[config.mk]
export PLATFORM = sky130hd
export DESIGN_NAME = uart_stream_transmitter
export DESIGN_NICKNAME = d
export VERILOG_FILES = /design/src/rtl/uart_stream_transmitter.sv
export SDC_FILE = /design/constraint.sdc
export NUM_CORES = 1
export LEC_CHECK = 0
export ABC_AREA = 1
export CAP_MARGIN = 10
export CORE_ASPECT_RATIO = 0.8
export CORE_MARGIN = 2
export CORE_UTILIZATION = 44
export DETAILED_ROUTE_END_ITERATION = 8
export GPL_ROUTABILITY_DRIVEN = 0
export PLACE_DENSITY = 0.67
export SETUP_SLACK_MARGIN = 0.1
export SYNTH_ARGS = -nofsm -noshare
export SYNTH_HDL_FRONTEND = slang
export SYNTH_SLANG_ARGS = --single-unit
export TNS_END_PERCENT = 20
[constraint.sdc]
create_clock -name clock -period 1.4 [get_ports clock]
set_clock_uncertainty 0.15 [all_clocks]
set_input_delay 0.14 -clock clock [delete_from_list [all_inputs] [get_ports clock]]
set_output_delay 0.14 -clock clock [all_outputs]
set_load 0.01 [all_outputs]
[src/rtl/uart_stream_transmitter.sv]
// UART transmitter draining a valid/ready word stream onto a single TX line.
// Frame: start bit, DATA_WIDTH bits LSB first, optional parity, 1 or 2 stop bits.
module uart_stream_transmitter #(
  parameter int CLOCK_FREQUENCY = 100000000,
  parameter int BAUD_RATE       = 9600,
  parameter int DATA_WIDTH      = 8,
  parameter int PARITY_MODE     = 0,
  parameter int STOP_BITS       = 1
) (
  input  logic                  clock,
  input  logic                  reset,
  input  logic [DATA_WIDTH-1:0] in_data,
  input  logic                  in_valid,
  output logic                  in_ready,
  output logic                  tx,
  output logic                  busy
);

  localparam int CLOCKS_PER_BIT = CLOCK_FREQUENCY / BAUD_RATE;
  localparam int CNT_W          = (CLOCKS_PER_BIT < 2) ? 1 : $clog2(CLOCKS_PER_BIT);
  localparam int IDX_W          = 4;
  localparam bit HAS_PARITY     = (PARITY_MODE == 1) || (PARITY_MODE == 2);
  localparam int STOP_COUNT     = (STOP_BITS == 2) ? 2 : 1;

  localparam logic [CNT_W-1:0] CNT_LAST  = CNT_W'(CLOCKS_PER_BIT - 1);
  localparam logic [IDX_W-1:0] DATA_LAST = IDX_W'(DATA_WIDTH - 1);
  localparam logic [IDX_W-1:0] STOP_LAST = IDX_W'(STOP_COUNT - 1);

  if (CLOCKS_PER_BIT < 2) begin : g_bad_baud
    $error("uart_stream_transmitter: CLOCK_FREQUENCY / BAUD_RATE must be at least 2");
  end

  if ((DATA_WIDTH < 5) || (DATA_WIDTH > 9)) begin : g_bad_width
    $error("uart_stream_transmitter: DATA_WIDTH must lie in 5..9");
  end

  typedef enum logic [2:0] {
    IDLE   = 3'd0,
    START  = 3'd1,
    DATA   = 3'd2,
    PARITY = 3'd3,
    STOP   = 3'd4
  } state_t;

  // Odd parity is the inverse of the even-parity XOR.
  function automatic logic parity_bit(input logic [DATA_WIDTH-1:0] data);
    parity_bit = (^data) ^ (PARITY_MODE == 2);
  endfunction

  state_t                  state_r, state_s;
  logic [CNT_W-1:0]        cnt_r, cnt_s;
  logic [IDX_W-1:0]        idx_r, idx_s;
  logic [DATA_WIDTH-1:0]   shift_r, shift_s;
  logic                    parity_r, parity_s;
  logic                    tx_r, tx_s;
  logic                    busy_r, busy_s;
  logic                    bit_end_s;

  assign in_ready = (state_r == IDLE);
  assign tx       = tx_r;
  assign busy     = busy_r;

  // Next-state, bit timing and next registered line level
  always_comb begin
    state_s   = state_r;
    cnt_s     = cnt_r;
    idx_s     = idx_r;
    shift_s   = shift_r;
    parity_s  = parity_r;
    bit_end_s = (cnt_r == CNT_LAST);

    if (state_r == IDLE) begin
      cnt_s = '0;
    end else if (bit_end_s) begin
      cnt_s = '0;
    end else begin
      cnt_s = cnt_r + CNT_W'(1);
    end

    case (state_r)
      IDLE: begin
        if (in_valid) begin
          state_s  = START;
          shift_s  = in_data;
          parity_s = parity_bit(in_data);
          idx_s    = '0;
        end else begin
          state_s = IDLE;
        end
      end
      START: begin
        if (bit_end_s) begin
          state_s = DATA;
          idx_s   = '0;
        end else begin
          state_s = START;
        end
      end
      DATA: begin
        if (!bit_end_s) begin
          state_s = DATA;
        end else if (idx_r == DATA_LAST) begin
          idx_s   = '0;
          state_s = HAS_PARITY ? PARITY : STOP;
        end else begin
          idx_s   = idx_r + IDX_W'(1);
          shift_s = shift_r >> 1;
        end
      end
      PARITY: begin
        if (bit_end_s) begin
          state_s = STOP;
          idx_s   = '0;
        end else begin
          state_s = PARITY;
        end
      end
      STOP: begin
        if (!bit_end_s) begin
          state_s = STOP;
        end else if (idx_r == STOP_LAST) begin
          idx_s   = '0;
          state_s = IDLE;
        end else begin
          idx_s = idx_r + IDX_W'(1);
        end
      end
      default: begin
        state_s = IDLE;
        idx_s   = '0;
      end
    endcase

    // The line level is decoded from the next state so tx comes straight off a flop.
    case (state_s)
      IDLE:    tx_s = 1'b1;
      START:   tx_s = 1'b0;
      DATA:    tx_s = shift_s[0];
      PARITY:  tx_s = parity_s;
      STOP:    tx_s = 1'b1;
      default: tx_s = 1'b1;
    endcase

    busy_s = (state_s != IDLE);
  end

  // State, datapath and registered line outputs
  always_ff @(posedge clock or posedge reset) begin
    if (reset) begin
      state_r  <= IDLE;
      cnt_r    <= '0;
      idx_r    <= '0;
      shift_r  <= '0;
      parity_r <= 1'b0;
      tx_r     <= 1'b1;
      busy_r   <= 1'b0;
    end else begin
      state_r  <= state_s;
      cnt_r    <= cnt_s;
      idx_r    <= idx_s;
      shift_r  <= shift_s;
      parity_r <= parity_s;
      tx_r     <= tx_s;
      busy_r   <= busy_s;
    end
  end

endmodule

Word level (Yosys, flattened, before mapping):

Cells that the tools add are included.

* add/subtract/negate cells: 2
* equality and inequality tests: 14
* mux-type cells: 24
* reductions and logical operators: 8

Operators with widths (count)
* two-way mux 14 bit: 2
* two-way mux 4 bit: 6
* two-way mux 8 bit: 3
* case mux 4 bit (4 select lines): 1
* case mux 8 bit (2 select lines): 1
* two-way mux 3 bit: 5
* case mux 3 bit (5 select lines): 1
* adder 14 x 1 -> 14 bit (second input constant): 1
* == test 14 bit (second input constant): 1
* == test 3 x 2 -> 1 bit (second input constant): 4
* inequality test 2 bit (second input constant): 4
* AND reduction 4 bit: 2
* parity 8 bit: 1
* == test 3 x 1 -> 1 bit (second input constant): 2
* adder 4 x 1 -> 4 bit (second input constant): 1
* == test 4 x 3 -> 1 bit (second input constant): 1
* zero test 4 bit: 1
* == test 3 bit (second input constant): 1
* zero test 3 bit: 1
* two-way mux 1 bit: 3
* case mux 1 bit (3 select lines): 1
* nonzero test 3 bit: 1
* two-way mux 2 bit: 1
* inequality test 2 x 1 -> 1 bit (second input constant): 1
* 2 further kinds: 2

* register bits after elaboration: 32
* input bits: 11
* output and inout port bits: 3
* word-level logic and storage cells: 56

Logic depth before layout (Yosys ltp):

* word-level depth: 6
* gate-level depth with buffers: 10
* depth with buffers taken out: 10

Least setup slack after synthesis:

OpenSTA, ideal clock, no wires.

* kind: register -> register
* start: reg idx_r[0]
* end: reg shift_r[2]
* arrival time: 1.284 ns
* setup slack: -0.171 ns
* stages on the path, launching flop included: 10
* buffers on the path: 0
* cells stage by stage: dfrtp_1 -> ha_1 -> nand2_1 -> nor2_1 -> nor2_2 -> nand3_1 -> nand2_1 -> inv_2 -> nand2_1 -> o221ai_1

* cells in the longest elaborated chain, start to end: 3

Ends and longest elaborated chain
* from (decl): RTL line 52 `logic [IDX_W-1:0] idx_r, idx_s;`
* from (signal assigned): RTL line 160 `idx_r <= idx_s;`
* == test 4 x 3 -> 1 bit: RTL line 102 `end else if (idx_r == DATA_LAST) begin`
* inequality test 2 bit (no source line)
* AND reduction 4 bit (no source line)
* to (signal assigned): RTL line 161 `shift_r <= shift_s;`
* to (decl): RTL line 53 `logic [DATA_WIDTH-1:0] shift_r, shift_s;`

No other way between the ends.
A chain may end at the register's enable or synchronous reset.

Worst setup path in the final report:

* start: reg cnt_r[1]
* end: reg tx_r (netlist: tx)

* cells in the longest elaborated chain, start to end: 5
* elaborated cells between the ends (all ways): 12
* those cells by class: 4 x eq/ne; 8 x mux

Ends and longest elaborated chain
* from (decl): RTL line 51 `logic [CNT_W-1:0] cnt_r, cnt_s;`
* from (signal assigned): RTL line 159 `cnt_r <= cnt_s;`
* == test 14 bit *: RTL line 70 `bit_end_s = (cnt_r == CNT_LAST);`
* two-way mux 3 bit (tied with other cells): RTL line 119 `if (!bit_end_s) begin`
* case mux 3 bit (5 select lines): RTL line 80 `case (state_r)`
* == test 3 x 2 -> 1 bit or == test 3 x 1 -> 1 bit (tied branches): RTL line 135 `case (state_s)`
* case mux 1 bit (3 select lines) *: RTL line 135
* named net tx_s: RTL line 55 `logic tx_r, tx_s;`
* to (signal assigned): RTL line 163 `tx_r <= tx_s;`
* to (decl): RTL line 55

The timed path passes the listed nets; every way through them passes the cells marked *. The select of a mux whose other input is x is not followed.

==> metrics.md <==
| Metric | Value |
|---|---|
| Status | `finished with violations` |
| Failing checks | `setup timing` |
| Tmin final | `1.63 ns` |
| Share of layout cells above drive strength 1 | `0.325` |
| Worst Hold End | `shift_r[5]$_DFFE_PP0P_` |
| Reg2Reg Launch Point | `cnt_r[1]$_DFF_PP0_` |
| Slowest stage delay, CP | `0.39 ns` |
| Reg-to-Reg End | `tx$_DFF_PP1_` |
| CTS Root Cell | `clkbuf_8` |
| Slowest cell on crit path | `dfrtp_1` |
| Core box area | `0.00418 mm2` |
| Hold Crit Start | `shift_r[5]$_DFFE_PP0P_` |
| Max Freq | `615 MHz` |
| Via count | `1831` |
| Detailed Route WL | `4660 um` |
| RSZ-0062 raised after global routing | `true` |
| Sink Count | `32` |
| Worst-margin pin slew | `0.317 ns` |
| Hold Path Class | `flop to flop` |
| First-pass GRT wire length | `8150 um` |
| Endpoints failing setup | `30` |
| Detailed-route DRC error count | `0` |
| CP Max Fanout | `5` |
| Number of I/O pins | `14` |
| Final ANT Viol Nets | `0` |
| CTS H-tree depth | `2` |
| Period utilisation layout | `1.16` |
| Average size of a mapped cell | `7.51 um2` |
| Hold-critical path depth | `2` |
| Antenna violations before repair | `0` |
| Endpoints failing hold | `0` |
| FP Rows | `21` |
| Area share of the largest cell type after synthesis | `0.405` |
| Die area | `0.00490 mm2` |
| Slew HR | `0.786` |
| CTS tree | `yes` |
| WL/cell | `12.3 um` |
| Initial DRC count | `84` |
| Most frequent cell after synthesis | `nand2_1` |
| Area after DPL | `0.00246 mm2` |
| Mapped Cells | `255` |
| Setup_tns | `-4.58 ns` |
| Worst-Skew Late Latency | `0.28 ns` |
| Crit-path cells | `ha_4 > nand3_4 > nor2_4 > nand2_4 > inv_2 > nand2_1 > nand3_2 > nand2_1 > nand3_1` |
| Netlist cell types | `33` |
| Largest net degree at the start of global routing | `24` |
| PD cells | `1020 mW/mm2` |
| #FFs+latches synth | `32` |
| Number of synthesized flops with an enable pin | `0` |
| Synth Flop Type | `dfrtp_1` |
| First-pass DRT Iterations | `5` |
| Seq/Total Area, Yosys | `0.419` |
| Vias per cell | `4.82` |
| CTS clk-pin slew, worst paths | `0.07 ns` |
| Initial core utilization | `0.459` |
| Chip width | `77.8 um` |
| CTS max path bufs | `2` |
| Post-synth top cells | `75 x nand2_1, 37 x inv_1, 31 x dfrtp_1, 26 x nor2_1, 15 x nand3_1` |
| Main area contributors after synthesis | `dfrtp_1 40%, nand2_1 15%, inv_1 7.3%, nor2_1 5.1%, nand3_1 3.9%` |
| R2R setup slack | `-0.23 ns` |
| Arrival time worst endpoint | `1.70 ns` |
| Design Area, Final | `0.00272 mm2` |
| PnR worst setup slack | `-0.227 ns` |
| Ant diodes | `0` |
| Grt total ovfl | `0` |
| VDD IR-drop max | `0.665 mV` |
| Die height | `63.0 um` |
| Slew Limit Fails | `0` |
| Via count of the first global-routing pass | `1794` |
| Num CTS Buffers | `5` |
| Reg2Reg Depth | `9` |
| Worst slack at placement | `-0.312 ns` |
| Most used cell, CP | `nand2_1` |
| CP Class | `flop to flop` |
| Gr usage total | `0.213` |
| Max-cap viol count | `0` |
| Final nets | `336` |
| Port bufs | `13` |
| P&R area growth vs syn | `41.9%` |
| CP required | `1.48 ns` |
| Leakage | `1.35 nW` |
| Post-synth ARST share | `1.00` |
| Detailed Place HPWL | `3320 um` |
| Syn nets | `269` |
| Leading area contributor after synthesis | `dfrtp_1` |
| CP startpoint kind | `flop` |
| Post-Syn Area | `0.00192 mm2` |
| Critical Path End Type | `flop` |
| Yosys warnings | `0` |
## cell usage in the layout (no fill, tap or decap), drive strengths merged
master / count
a21boi: 1
a21oi: 7
a22oi: 6
and2: 1
and3: 1
buf: 49
bufinv: 1
clkbuf: 6
clkdlybuf4s50: 10
clkinv: 2
dfrtp: 31
dfstp: 1
dlygate4sd2: 1
dlygate4sd3: 1
ha: 3
inv: 40
nand2: 78
nand3: 17
nand4: 2
nor2: 35
nor3: 6
nor3b: 2
o21ai: 12
o221ai: 1
or2: 2
xnor2: 3
xor2: 4
## registers in the layout, indices dropped and copies added, names as in the netlist
name and cells:
idx_r 4, busy 1, cnt_r 14, parity_r 1
shift_r 8, tx 1, state_r 3
## critical path: cells and delay by family, from the launching register on
kind | cells | cell delay, ns
simple gates | 7 | 0.77
flops | 1 | 0.39
fa+ha+maj | 1 | 0.16
buf+inv | 1 | 0.09
## kinds of logic (layout without fill, tap and decap cells)
family                     after synthesis  count (layout)  share of synthesized area
AOI/OAI and AO/OA                       27              27                     0.0901
and+or+nand+nor                        144             144                      0.353
DFF                                     32              32                      0.419
adders and majority gates                3               3                     0.0196
buffers and inverters                   42             110                     0.0869
xor gates and xnor gates                 7               7                     0.0320
## power breakdown
| group | leakage [nW] | switching, mW | internal, mW |
|---|---|---|---|
| clock | 0.0552 | 0.353 | 0.528 |
| sequential | 0.410 | 0.121 | 1.09 |
| combinational | 0.883 | 0.333 | 0.352 |
## area by class of cell
| class | instances | area [um2] |
|---|---|---|
| Multi-Input combinational cell | 181 | 1070 |
| Timing Repair Buffer | 61 | 492 |
| Sequential cell | 32 | 803 |
| Tap cell | 57 | 71.3 |
| Inverter | 41 | 171 |
| Clock inverter | 2 | 35.0 |
| Fill cell | 343 | 1460 |
| Clock buffer | 6 | 72.6 |
## metal layers
| layer | GRT usage | part of all wire | vias up |
|---|---|---|---|
| li1 | - | - | 936 |
| met1 | 0.288 | 0.48 | 846 |
| met2 | 0.346 | 0.47 | 41 |
| met3 | 0.0390 | 0.034 | 8 |
| met4 | 0.0670 | 0.013 | 0 |
| met5 | 0 | 0 | - |
## repair_timing
action / 4_1_cts / 5_1_grt
hold buffers: 1 / 0
resized for setup: 29 / 17
hold endpoints to repair: 8 / 0
buffers inserted: 5 / 0
endpoints found under the setup margin: 34 / 33
pin swaps: 7 / 4
## metrics by stage
stage | utilization | power (mW) | hold slack [ns] | std cells
global placement | 0.588 | 1.83 | 0.305 | 366
global route | 0.650 | 2.96 | 0.353 | 380
floorplan | - | 1.58 | 0.105 | 255
CTS | 0.638 | 2.77 | 0.335 | 380
detailed placement | 0.588 | 1.85 | 0.298 | 366
finish | 0.650 | 2.78 | 0.344 | 380
## worst max-delay path by stage
stage	startpoint	end	slack (ns)	cells after the start
after floorplan	state_r[2]$_DFF_PP0_	shift_r[2]$_DFFE_PP0P_	-0.08	8
after global placement	idx_r[0]$_DFFE_PP0P_	shift_r[2]$_DFFE_PP0P_	-0.24	9
after detailed placement	idx_r[0]$_DFFE_PP0P_	shift_r[2]$_DFFE_PP0P_	-0.31	9
after CTS	idx_r[0]$_DFFE_PP0P_	shift_r[2]$_DFFE_PP0P_	-0.21	9
after global routing	cnt_r[0]$_DFF_PP0_	busy$_DFF_PP0_	-0.34	8
final	cnt_r[1]$_DFF_PP0_	tx$_DFF_PP1_	-0.23	9
Note: power is estimated with default switching activity, not from simulation.
